$ cat src/rtl/rc4_pkg.sv
// Shared types and constants for the RC4 key-search datapath: scheduler states,
// S-memory owner encoding and sizing constants used by the phase blocks.
package rc4_pkg;

  localparam int KEY_W   = 24;
  localparam int MSG_LEN = 32;
  localparam int S_DEPTH = 256;

  typedef enum logic [3:0] {
    IDLE,
    INIT_GO,
    INIT_WAIT,
    KSA_GO,
    KSA_WAIT,
    PRGA_GO,
    PRGA_WAIT,
    CHECK,
    NEXT_KEY,
    FOUND,
    FAIL
  } sched_state_t;

  typedef enum logic [1:0] {
    OWN_NONE = 2'd0,
    OWN_INIT = 2'd1,
    OWN_KSA  = 2'd2,
    OWN_PRGA = 2'd3
  } mem_owner_t;

  // Each phase owns the S memory from its GO cycle through its WAIT state.
  function automatic mem_owner_t owner_of(input sched_state_t s);
    case (s)
      INIT_GO, INIT_WAIT: return OWN_INIT;
      KSA_GO, KSA_WAIT:   return OWN_KSA;
      PRGA_GO, PRGA_WAIT: return OWN_PRGA;
      default:            return OWN_NONE;
    endcase
  endfunction

endpackage

$ cat src/rtl/rc4_phase_sched_s_mem_port_mux.sv
// 3:1 S-memory request mux; with no owner selected the memory sees a quiet,
// all-zero request so stray writes cannot land.
module s_mem_port_mux
  import rc4_pkg::*;
(
  input  logic [1:0] i_sel,
  input  logic [7:0] i_init_addr,
  input  logic [7:0] i_init_data,
  input  logic       i_init_wren,
  input  logic [7:0] i_ksa_addr,
  input  logic [7:0] i_ksa_data,
  input  logic       i_ksa_wren,
  input  logic [7:0] i_prga_addr,
  input  logic [7:0] i_prga_data,
  input  logic       i_prga_wren,
  output logic [7:0] o_addr,
  output logic [7:0] o_data,
  output logic       o_wren
);

  always_comb begin
    o_addr = '0;
    o_data = '0;
    o_wren = 1'b0;
    case (i_sel)
      OWN_INIT: begin
        o_addr = i_init_addr;
        o_data = i_init_data;
        o_wren = i_init_wren;
      end
      OWN_KSA: begin
        o_addr = i_ksa_addr;
        o_data = i_ksa_data;
        o_wren = i_ksa_wren;
      end
      OWN_PRGA: begin
        o_addr = i_prga_addr;
        o_data = i_prga_data;
        o_wren = i_prga_wren;
      end
      default: begin
        o_addr = '0;
        o_data = '0;
        o_wren = 1'b0;
      end
    endcase
  end

endmodule

$ cat src/rtl/rc4_phase_sched.sv
// Sequences S-init, key schedule and PRGA for each candidate key, walking the
// key upward until the checker accepts a plaintext or the key space runs out.
module rc4_phase_sched #(
  parameter int                KEY_W    = rc4_pkg::KEY_W,
  parameter logic [KEY_W-1:0]  KEY_LAST = 24'h3FFFFF
) (
  input  logic             clk,
  input  logic             reset,
  input  logic             sig_start,
  output logic             init_start,
  output logic             ksa_start,
  output logic             prga_start,
  input  logic             init_done,
  input  logic             ksa_done,
  input  logic             prga_done,
  input  logic [7:0]       init_addr,
  input  logic [7:0]       init_data,
  input  logic             init_wren,
  input  logic [7:0]       ksa_addr,
  input  logic [7:0]       ksa_data,
  input  logic             ksa_wren,
  input  logic [7:0]       prga_addr,
  input  logic [7:0]       prga_data,
  input  logic             prga_wren,
  output logic [7:0]       mem_address,
  output logic [7:0]       mem_data,
  output logic             wren,
  input  logic             msg_ok,
  output logic [KEY_W-1:0] secret_key,
  output logic             busy,
  output logic             found,
  output logic             fail
);

  import rc4_pkg::*;

  sched_state_t     r_state;
  sched_state_t     w_next;
  logic [KEY_W-1:0] r_key;
  logic             w_key_clr;
  logic             w_key_inc;
  mem_owner_t       w_owner;

  always_ff @(posedge clk) begin
    if (reset) begin
      r_state <= IDLE;
      r_key   <= '0;
    end else begin
      r_state <= w_next;
      if (w_key_clr)
        r_key <= '0;
      else if (w_key_inc)
        r_key <= r_key + 1'b1;
    end
  end

  always_comb begin
    w_next     = r_state;
    w_key_clr  = 1'b0;
    w_key_inc  = 1'b0;
    init_start = 1'b0;
    ksa_start  = 1'b0;
    prga_start = 1'b0;
    case (r_state)
      IDLE, FOUND, FAIL: begin
        if (sig_start) begin
          w_next    = INIT_GO;
          w_key_clr = 1'b1;
        end
      end
      INIT_GO: begin
        init_start = 1'b1;
        w_next     = INIT_WAIT;
      end
      INIT_WAIT: if (init_done) w_next = KSA_GO;
      KSA_GO: begin
        ksa_start = 1'b1;
        w_next    = KSA_WAIT;
      end
      KSA_WAIT: if (ksa_done) w_next = PRGA_GO;
      PRGA_GO: begin
        prga_start = 1'b1;
        w_next     = PRGA_WAIT;
      end
      PRGA_WAIT: if (prga_done) w_next = CHECK;
      // The checker has had one full cycle to settle on the last byte by now.
      CHECK: begin
        if (msg_ok)
          w_next = FOUND;
        else if (r_key == KEY_LAST)
          w_next = FAIL;
        else
          w_next = NEXT_KEY;
      end
      NEXT_KEY: begin
        w_key_inc = 1'b1;
        w_next    = INIT_GO;
      end
      default: w_next = IDLE;
    endcase
  end

  assign w_owner    = owner_of(r_state);
  assign secret_key = r_key;
  assign busy       = (r_state != IDLE) && (r_state != FOUND) && (r_state != FAIL);
  assign found      = (r_state == FOUND);
  assign fail       = (r_state == FAIL);

  s_mem_port_mux u_mux (
    .i_sel       (w_owner),
    .i_init_addr (init_addr),
    .i_init_data (init_data),
    .i_init_wren (init_wren),
    .i_ksa_addr  (ksa_addr),
    .i_ksa_data  (ksa_data),
    .i_ksa_wren  (ksa_wren),
    .i_prga_addr (prga_addr),
    .i_prga_data (prga_data),
    .i_prga_wren (prga_wren),
    .o_addr      (mem_address),
    .o_data      (mem_data),
    .o_wren      (wren)
  );

endmodule

$ cat config.mk
export PLATFORM = sky130hd
export DESIGN_NAME = rc4_phase_sched
export DESIGN_NICKNAME = d
export VERILOG_FILES = /design/src/rtl/rc4_pkg.sv /design/src/rtl/rc4_phase_sched_s_mem_port_mux.sv /design/src/rtl/rc4_phase_sched.sv
export SDC_FILE = /design/constraint.sdc
export NUM_CORES = 1
export LEC_CHECK = 0
export BUFFER_PORTS_ARGS = -buffer_cell sky130_fd_sc_hd__buf_2
export CORE_ASPECT_RATIO = 0.75
export CORE_MARGIN = 3
export CORE_UTILIZATION = 34
export CTS_BUF_LIST = sky130_fd_sc_hd__clkbuf_16
export CTS_CLUSTER_SIZE = 14
export DETAILED_ROUTE_END_ITERATION = 16
export SLEW_MARGIN = 20
export SYNTH_ARGS = -nofsm -noshare
export SYNTH_HDL_FRONTEND = slang
export SYNTH_SLANG_ARGS = --single-unit
$ cat constraint.sdc
create_clock -name clk -period 2.89 [get_ports clk]
set_input_delay 0.289 -clock clk [delete_from_list [all_inputs] [get_ports clk]]
set_output_delay 0.289 -clock clk [all_outputs]
set_load 0.05 [all_outputs]
# [Yosys cells after proc, flatten, opt, wreduce, memory -nomap -nowiden]
# Cells that the tools add are included.
[word_totals] mem_bits_rw=0 mem_bits_ro=0 ff_bits=28 elab_cells=50 memories=0 latchBits=0
[op_classes] n_reduce_logical=10 n_mux=17 multipliers=0 bitwise_logic=0 n_div=0 n_addsub=1 magnitude_cmp=0 shifts=0 n_eq_ne=20
[ops] cell="one-hot mux 8 bit (3 select lines)" n=2
[ops] cell="one-hot mux 4 bit (9 select lines)" n=1
[ops] cell="adder 24 x 1 -> 24 bit, second input constant" n=1
[ops] cell="== test 24 x 22 -> 1 bit, second input constant" n=1
[ops] cell="== test 4 x 3 -> 1 bit, second input constant" n=4
[ops] cell="2-to-1 mux 4 bit" n=4
[ops] cell="== test 4 bit, second input constant" n=3
[ops] cell="== test 4 x 2 -> 1 bit, second input constant" n=2
[ops] cell="inequality test 2 bit, second input constant" n=4
[ops] cell="inequality test 4 bit, second input constant" n=2
[ops] cell="OR reduction 2 bit" n=4
[ops] cell="2-to-1 mux 1 bit" n=6
[ops] cell="one-hot mux 2 bit (3 select lines)" n=1
[ops] cell="== test 2 bit, second input constant" n=2
[ops] cell="== test 4 x 1 -> 1 bit, second input constant" n=1
[ops] cell="logical NOT 4 bit" n=1
[ops] cell="2-to-1 mux 2 bit" n=2
[ops] cell="AND reduction 4 bit" n=1
[ops] cell="nonzero test 4 bit" n=1
[ops] cell="one-hot mux 1 bit (3 select lines)" n=1
[ops] cell="OR reduction 3 bit" n=1
[ops] cell="== test 2 x 1 -> 1 bit, second input constant" n=1
[ops] cell="logical AND 1 bit" n=2

# [Longest topological paths before layout]
[logic_depth] word_depth=5 depth_mapped=6

# [Hierarchy]
# Synthesis repeated with hierarchy kept, for this count alone.
[hier_totals] hier_cells=223 hier_area_um2=1923.1
[by_module_without_submodules] mod="rc4_phase_sched" area_each_um2=1468.9 instances=1 cells_per_inst=182
[by_module_without_submodules] mod="s_mem_port_mux" area_each_um2=454.2 instances=1 cells_per_inst=41

# [Worst setup path before layout]
# OpenSTA, ideal clock, no wires.
[synth_timing] kind="reg2out" start="register r_state[3]" end="output port fail" slack_ps=638 path_stages_with_launch=4 t_arrival_ps=1963 required_ps=2601 path_buffers=1 path_cell_list="dfxtp_1 clkbuf_1 nand2b_1 nor3b_1"
[synth_between] elab_chain_len=1
[synth_rtl] element="start, declared" line="rc4_phase_sched.sv:37" text="sched_state_t r_state;"
[synth_rtl] element="start signal, assigned" line="rc4_phase_sched.sv:49" text="r_state <= w_next;"
[synth_rtl] element="== test 4 bit" line="rc4_phase_sched.sv:107" text="assign fail = (r_state == FAIL);"
[synth_rtl] element="end, declared" line="rc4_phase_sched.sv:32" text="output logic fail"
# Every way passes these cells.

# [Worst setup path after layout]
[layout_timing] start="register r_state[0]" end="output port mem_data[7]"
[layout_between] elab_chain_len=5
[layout_rtl] element="== test 4 x 3 -> 1 bit, or another cell as far along" line="rc4_pkg.sv:32" text="case (s)"
[layout_rtl] element="OR reduction 2 bit" line="rc4_pkg.sv:32"
[layout_rtl] element="one-hot mux 2 bit (3 select lines) *" line="rc4_pkg.sv:32"
[layout_rtl] element="== test 2 bit / == test 2 x 1 -> 1 bit (equally long branches)" line="rc4_phase_sched_s_mem_port_mux.sv:25" text="case (i_sel)"
[layout_rtl] element="one-hot mux 8 bit (3 select lines) *" line="rc4_phase_sched_s_mem_port_mux.sv:25"
[layout_rtl] element="end, declared" line="rc4_phase_sched.sv:26" text="output logic [7:0] mem_data,"
# Every way passes the cells marked *; elsewhere a longest branch is shown, timed or not.

==> summary.md <==
The die footprint came out at 6190 um^2. The first TritonRoute pass finished after 8 iterations. The worst hold path belongs to the class in -> reg. The maximum number of pins on one net before global-route repair is 25, and the total clock buffers created by CTS is 3. The clock net in this run drives a total of 28 sinks. Cell with the most instances after synthesis: sky130_fd_sc_hd__dfxtp_1. The post-synthesis sequential area ratio was 0.313; the setup total negative slack was 0 ns.

The switching portion of total power was 0.544; the logic gate share of total power was 0.664. The tool flagged a number of max-cap violations equal to 0. Hold buffer count at cts: 0. Counting the fill cells in the layout gives 513. Across the routed clock network, the largest skew measured is 0.00564 ns. The count of unresolved DRC violations after routing is 0, and the x dimension of the die is 89.9 um. Yosys mapped a number of flops with a built-in enable equal to 0. The share of total power in sequential cells was 0.192. For this run, the post-layout net count is 383. Dividing the detail-routed via count by the number of cells gives 5.29. Synthesis produced a netlist whose cell count is 220. The maximum fanout along the worst path was 14. The run gives 0 as the Yosys warning count.

The number of port buffers was 104; the clock power share was 0.144. For the worst setup path, the data arrival time is 2.21 ns. The netlist uses 43 different library cells. Counting tap cells, the placed design contains a total of 391 instances.

In the post-synthesis netlist, the biggest area contributors are sky130_fd_sc_hd__dfxtp_1, sky130_fd_sc_hd__a222oi_1, sky130_fd_sc_hd__a21oi_1. The fraction of post-synthesis cell area in the top cell type by area came out at 0.313. After global routing the overflow that remains totals 0.

Detailed routing inserted a total of 2088 vias. The post-DP HPWL was 3960 um; the clock transition at the registers of the reported paths was 0.07 ns. The overall die height works out to 68.9 um.

Summed over all instances, the cell type with the most area after synthesis is sky130_fd_sc_hd__dfxtp_1. The run gives 2.60 ns as the data required time at the worst endpoint. The run gives 0.163 as the overall routing resource usage.

Clock latency on the worst-skew pair, taken at its later pin, is 0.26 ns. The run gives 1 as the H-tree depth. The final weighted congestion of routability-driven global placement is 0.775, and the starting DRC count in detailed routing is 188. The number of non-filler instances in the completed layout was 395; the detailed-route wire length per cell was 13.3 um. The detail route stage leaves a number of antenna-violating nets equal to 0. The run gives 1790 um^2 as the post-synthesis instance area. The total setup violations reported at the end of the flow is 0, and the transition time at the pin with the least slew margin is 0.718 ns.

Internal power comes to 991 uW. Final max-slew violation count: 0. The share of the clock period used by the worst path works out to 0.866.

The logs give 22 for the number of standard-cell rows in the floorplan and 0.521 for the worst slew margin relative to its limit. The number of antenna violations at the first check in global routing was 0. The flow ran to the end, and the final reports show no timing, DRC or antenna violations. The area overhead of the layout relative to synthesis was 37.7%. The analysis attributes to net switching a power of 1180 uW. IR analysis of the VDD net gives a maximum drop of 0.718 mV. The capturing element type of the critical path is an output port.

The critical path is of the reg -> out type. The tools report the net count after synthesis as 279. STA classifies the critical path startpoint as a flip-flop.

Registers take 561 um^2. The commonest cells after synthesis are sky130_fd_sc_hd__dfxtp_1, sky130_fd_sc_hd__inv_1, sky130_fd_sc_hd__a21oi_1. Summing all multi-input logic gate instances after layout gives 1090 um^2. 0 antenna diodes ended up in the layout. The tools report the via count of the first global-routing pass as 1842.

TritonCTS built the clock tree. In this run the post-CTS setup repair buffer count came out at 0. The run gives 0 as the quantity of gates resized following cts. The area of the core came out at 4980 um^2. The time the worst path needs with I/O delays and setup was 2.50 ns. Leading register cell type out of synthesis: sky130_fd_sc_hd__dfxtp_1.

After synthesis, the mean cell area works out to 8.15 um^2. The tools report the global-route wire length before repair as 8460 um. The post-synthesis async set-or-reset flop share came out at 0. Fraction of final layout cells sized beyond drive strength 1: 0.387.

For this design the static power due to leakage is 0.00117 uW. After synthesis the netlist holds a flip-flop and latch count of 28. Routed wire length: 5260 um. The initial core utilization is 0.360.

Based on the critical path, the design can be clocked at up to 399 MHz. The logs give 2 for the number of buffers on the longest clock path and 0 for the number of failing hold endpoints at the final stage. For this design the ratio of total power to cell area is 880 nW/um^2. The tools report the total I/O pin count as 105. CTS placed an instance of sky130_fd_sc_hd__clkbuf_16 at the clock tree root. Setup repair after global routing left no endpoint under its margin.
through the flow:
step / total power (uW) / hold WS, ns / worst slack, ns / instance area, um^2 / util
after floorplan: 1550 / 0.358 / 0.638 / 1790 / -
after global placement: 1870 / 0.489 / 0.536 / 2390 / 0.479
after detailed placement: 1870 / 0.493 / 0.480 / 2390 / 0.479
after CTS: 2190 / 0.272 / 0.200 / 2470 / 0.495
after global routing: 2290 / 0.283 / 0.209 / 2470 / 0.495
final: 2170 / 0.273 / 0.386 / 2470 / 0.495
kinds of logic after synthesis:
logic type	after synthesis	synth area share
AO/OA/AOI/OAI	58	0.235
XOR/XNOR	10	0.0489
adder cells (fa/ha/maj)	1	0.00698
buffers and inverters	32	0.0803
flip-flops	28	0.313
multiplexers	4	0.0230
AND/OR/NAND/NOR	87	0.293
state kept, by name (all words and copies together), names as in the netlist:
| name | cells |
|---|---|
| secret_key | 24 |
| r_state | 4 |
worst paths after layout:
| path | from | to | slack, ns | depth (start not counted) |
|---|---|---|---|---|
| setup / recovery | r_state[0] | mem_data[7] | 0.39 | 7 |
| hold / removal | reset | r_state[0] | 0.27 | 2 |
| setup reg to reg | r_state[3] | secret_key[18] | 0.67 | 4 |
| hold reg to reg | secret_key[23] | secret_key[23] | 0.50 | 2 |
per-layer routing:
metal / share of wire / vias up / GRT usage
met3: 0.057 / 2 / 0.0401
met4: 0.0015 / 0 / 0.0172
met2: 0.44 / 60 / 0.263
met1: 0.50 / 974 / 0.230
li1: - / 1052 / -
met5: 0 / - / 0
power by group through the flow:
stage	Clock [uW]	Sequential, uW	Combinational (uW)
after floorplan	0	432	1120
after global placement	0	426	1440
after detailed placement	0	426	1440
after CTS	321	417	1450
after global routing	333	419	1540
final	314	417	1440
cells in the final DEF, fill, tap and decap left out, drive strengths merged, types with 2 or more instances in the layout:
| cell type | instances |
|---|---|
| and4 | 3 |
| dfxtp | 28 |
| and3 | 2 |
| a21oi | 19 |
| or4 | 8 |
| mux2i | 3 |
| or2 | 3 |
| nor2 | 17 |
| inv | 20 |
| buf | 111 |
| a222oi | 17 |
| nand4 | 11 |
| nand3 | 7 |
| xor2 | 7 |
| or3 | 9 |
| nand2 | 8 |
| o31ai | 7 |
| clkbuf | 3 |
| o21ai | 8 |
| nor3b | 2 |
| nand2b | 5 |
| nor3 | 4 |
| and2 | 3 |
| xnor2 | 3 |
critical path, cell delays in order, from the launching register on:
cell                       delay [ns]
sky130_fd_sc_hd__dfxtp_1         0.32
sky130_fd_sc_hd__buf_4           0.19
sky130_fd_sc_hd__or3b_2          0.48
sky130_fd_sc_hd__a21oi_2         0.24
sky130_fd_sc_hd__buf_4           0.24
sky130_fd_sc_hd__a222oi_1        0.12
sky130_fd_sc_hd__inv_1           0.09
sky130_fd_sc_hd__buf_2           0.26
area by class of cell:
cell class,count,share of cell area
repair buffers,111,0.232
flip-flops and latches,28,0.227
clock buffers,3,0.0304
well taps,72,0.0365
inverters,20,0.0304
clock inverters,1,0.00152
multi-input cells,160,0.442
Note: power is estimated with default switching activity, not from simulation.
